$ cat src/rtl/dot_accumulate.sv
// Streaming signed dot-product accumulator: sums VEC_LEN products per result and holds each result in a one-entry output slot.
// Optional macro DOT_ACCUMULATE_SAT_EN: saturate instead of truncate when W_OUT < W_ACC.
`ifndef INTEGER_WIDTH
`define INTEGER_WIDTH 8
`endif

module dot_accumulate #(
  parameter int W_IN    = 2*`INTEGER_WIDTH,
  parameter int VEC_LEN = 64,
  parameter int W_ACC   = W_IN + $clog2(VEC_LEN),
  parameter int W_OUT   = W_ACC
) (
  input  logic             clk,
  input  logic             rst,
  input  logic             clr,
  input  logic             vld_in,
  input  logic             rdy_in,
  output logic             vld_out,
  output logic             rdy_out,
  input  logic [W_IN-1:0]  product_in,
  output logic [W_OUT-1:0] sum_out,
  output logic             busy
);
  localparam int CW = $clog2(VEC_LEN);
  localparam logic [CW-1:0] LAST_CNT = CW'(VEC_LEN-1);

  logic [CW-1:0]           cnt;
  logic signed [W_ACC-1:0] acc, prod_ext, sum_full;
  logic [W_OUT-1:0]        sum_rsz;
  logic                    is_last, accept, last_accept;

  assign is_last     = cnt == LAST_CNT;
  // The final beat may only land when the output slot is free or draining now.
  assign rdy_out     = !clr && (!is_last || !vld_out || rdy_in);
  assign accept      = vld_in && rdy_out;
  assign last_accept = accept && is_last;
  assign busy        = cnt != '0;
  assign prod_ext    = W_ACC'($signed(product_in));
  assign sum_full    = acc + prod_ext;

`ifdef DOT_ACCUMULATE_SAT_EN
  logic [W_ACC-W_OUT:0] hi;
  assign hi = sum_full[W_ACC-1:W_OUT-1];
  // Bits above the output sign bit disagree -> value is out of range.
  always_comb begin
    sum_rsz = sum_full[W_OUT-1:0];
    if (!(&hi) && (|hi))
      sum_rsz = sum_full[W_ACC-1] ? {1'b1, {(W_OUT-1){1'b0}}} : {1'b0, {(W_OUT-1){1'b1}}};
  end
`else
  assign sum_rsz = sum_full[W_OUT-1:0];
`endif

  always_ff @(posedge clk or negedge rst) begin
    if (!rst) begin
      acc <= '0;
      cnt <= '0;
    end else if (clr || last_accept) begin
      acc <= '0;
      cnt <= '0;
    end else if (accept) begin
      acc <= sum_full;
      cnt <= cnt + CW'(1);
    end
  end

  // A new result overrides a drain in the same cycle, so back-to-back vectors never bubble.
  always_ff @(posedge clk or negedge rst) begin
    if (!rst) begin
      vld_out <= 1'b0;
      sum_out <= '0;
    end else if (last_accept) begin
      vld_out <= 1'b1;
      sum_out <= sum_rsz;
    end else if (vld_out && rdy_in) begin
      vld_out <= 1'b0;
    end
  end
endmodule
$ cat config.mk
export PLATFORM = sky130hd
export DESIGN_NAME = dot_accumulate
export DESIGN_NICKNAME = d
export VERILOG_FILES = /design/src/rtl/dot_accumulate.sv
export SDC_FILE = /design/constraint.sdc
export NUM_CORES = 1
export LEC_CHECK = 0
export BUFFER_PORTS_ARGS = -buffer_cell sky130_fd_sc_hd__buf_2
export CORE_MARGIN = 3
export CORE_UTILIZATION = 50
export DETAILED_ROUTE_END_ITERATION = 6
export PLACE_DENSITY = 0.79
export SYNTH_ARGS = -nofsm -noshare
export SYNTH_HDL_FRONTEND = slang
export SYNTH_SLANG_ARGS = --single-unit
$ cat constraint.sdc
create_clock -name clk -period 2.5 [get_ports clk]
set_input_delay 0.25 -clock clk [delete_from_list [all_inputs] [get_ports clk]]
set_output_delay 0.25 -clock clk [all_outputs]
set_load 0.01 [all_outputs]
==> metrics.cfg <==
[placement]
pre_cts_ws_ns=0.0550
io_buffers=45
hpwl_um=5130
place_inst=454
routabilityCongestion=0.837

[layout]
fin_nets=437
antenna_cells=0
synthToLayoutAreaGrowth_pct=16.3
stdcell_count=465
layout_commonest_cell=nand2_1
final_cell_mix=nand2_1, dfrtp_1, buf_2, a21oi_1, ha_1
fillers=496
drive_above_1_share=0.206

[logic_synthesis]
ys_warn_count=0
synthTopCellsByArea=dfrtp_1, ha_1, nand2_1, a21oi_1, xnor2_1
async_flop_share=1.00
syn_avg_cell_area_um2=9.01
syn_area_um2=3080
ys_ff_latch=51
syn-num-nets=387
synthFlopType=dfrtp_1
post-synth-top-area-cell=dfrtp_1
yosysSeqAreaShare=0.414
synthDominantCellAreaShare=0.414
syn_inst=342
ys_types=47
synth_edf_count=0

[drt]
drtIter0Drc=154
drc_errors=0
drt-pass1-iter-count=4
vias=2584
vias_per_cell=5.56
wl_um=6970
wl_per_cell_um=15.0
antenna_left=0

[run]
cap_viol_max_count=0

[cts]
cts.sink_count=51
numCtsBuffers=5
clock_path_buffers=2
htree_levels=2
clkTransAtPathRegs_ns=0.09
cts_tree=built
clk_latency_ns=0.31
ctsRootBufferMaster=clkbuf_8

[worst_hold_path]
hold_path_depth=2
worstHoldStart=clr
hp-class=input pin to flip-flop
whs_endpoint=cnt[4]$_DFFE_PN0P_

[global_route]
antenna_found_initial=0
grt_pass1_wl_um=11800
grt_pass1_vias=2529
grt_overflow_total=0
grt.total_usage=0.201
grt_max_degree=52

[sta]
rsz0062_at_grt=false
relSlewSlack=0.696
final_max_slew_viol_count=0
min_period_ns=2.37
fmax_mhz=423
final-setup-viol-count=0
finalSetupTns_ns=0
worst_slack_ns=0.135
worst_clock_skew_ns=0.00825
finalHoldViolations=0
finalCritPeriodShare=0.946
tightest_slew_ns=0.455

[pwr]
total_leakage_power_nw=1.87
totalPowerFinal_w=0.00307
ir_drop_mv=0.404
powerDensity_nw_per_um2=856

[worst_setup_path]
startpoint_type=flip-flop
rr_endpoint=sum_out[20]$_DFFE_PN0P_
rr_startpoint=acc[7]$_DFFE_PN0P_
cp.required_ns=2.69
critical_path_class=flip-flop to flip-flop
critical_path.endpoint_type=flip-flop
r2r_setup_slack_ns=0.13
ff2ff_path_depth=8
crit_fanout=5
cp_data_arrival_time_ns=2.56

[floorplanning]
core_um2=5740
die_height_um=84.5
die_x_um=84.5
start_util=0.537
num_rows=27
io_pins=46
dieArea_um2=7140

[status]
status=finished, final reports clean

synthesized netlist by cell type, types with 3 or more instances:
master	instances
a211oi_1	3
a21o_1	9
a21oi_1	25
a22o_1	10
a31oi_1	3
and2_1	3
clkbuf_1	14
dfrtp_1	51
ha_1	23
inv_1	11
mux2_2	4
nand2_1	73
nand2b_1	3
nand3_1	9
nand4_1	8
nor2_1	14
o21a_1	3
o21ai_0	7
o21ai_1	14
xnor2_1	13
xor2_1	7
worst max-delay path, stage by stage, from the launching register on:
cell       delay, ns
dfrtp_1         0.39
ha_1            0.35
a21o_1          0.22
a21oi_1         0.19
a2bb2oi_1       0.24
a21bo_1         0.25
a21o_1          0.18
xor2_1          0.17
mux2_2          0.26
routing by layer:
metal / part of all wire / track usage / vias to the layer above
met3: 0.052 / 0.0442 / 7
met2: 0.46 / 0.322 / 53
met4: 0.013 / 0.0532 / 0
met1: 0.47 / 0.276 / 1217
li1: - / - / 1307
met5: 0 / 0 / -
power breakdown:
part | switching, W | leakage (nW) | internal [W]
clock network | 0.000272 | 0.0484 | 0.000227
logic | 0.000845 | 1.13 | 0.000683
registers | 0.0000867 | 0.688 | 0.000955
how the worst max path moves through the flow:
stage,from,slack [ns],end,cells past startpoint
floorplan,acc[0]$_DFFE_PN0P_,0.21,sum_out[18]$_DFFE_PN0P_,11
global placement,acc[0]$_DFFE_PN0P_,0.12,sum_out[18]$_DFFE_PN0P_,11
detailed placement,product_in[1],0.06,acc[21]$_DFFE_PN0P_,10
CTS,acc[1]$_DFFE_PN0P_,0.05,acc[21]$_DFFE_PN0P_,9
global route,acc[0]$_DFFE_PN0P_,0.001,sum_out[20]$_DFFE_PN0P_,12
finish,acc[7]$_DFFE_PN0P_,0.13,sum_out[20]$_DFFE_PN0P_,8
final cells by class:
class | count | area, µm² | area share
Clock buffer | 7 | 86.3 | 0.0241
Timing Repair Buffer | 58 | 338 | 0.0942
Inverter | 11 | 41.3 | 0.0115
Sequential cell | 51 | 1280 | 0.356
Tap cell | 72 | 90.1 | 0.0251
Clock inverter | 1 | 8.76 | 0.00244
Multi-Input combinational cell | 265 | 1740 | 0.487
kinds of logic (layout without fill, tap and decap cells):
kind of cell | after synthesis | in the layout | synth area share
buffers and inverters | 26 | 77 | 0.0321
muxes | 5 | 5 | 0.0179
and+or+nand+nor | 122 | 122 | 0.178
AOI/OAI and AO/OA | 94 | 94 | 0.201
xor gates and xnor gates | 20 | 20 | 0.0568
adders and majority gates | 24 | 24 | 0.0998
DFF | 51 | 51 | 0.414
flip-flops by register name, summed over array words and instances (netlist names):
register / flops
cnt: 6
acc: 22
vld_out: 1
sum_out: 22
per-stage QoR:
stage	hold slack [ns]	cell area, µm²	util
after floorplan	-0.0456	3080	-
after global placement	0.260	3430	0.597
after detailed placement	0.260	3430	0.597
after CTS	0.143	3530	0.615
after global routing	0.164	3580	0.624
final	0.149	3580	0.624
repair_timing:
item,in CTS,in global routing
setup endpoints to repair,0,11
buffers inserted,0,2
endpoints found under the hold margin,51,0
hold buffers,1,0
resized for setup,0,8
No activity file was read; power rests on OpenSTA's default activity.
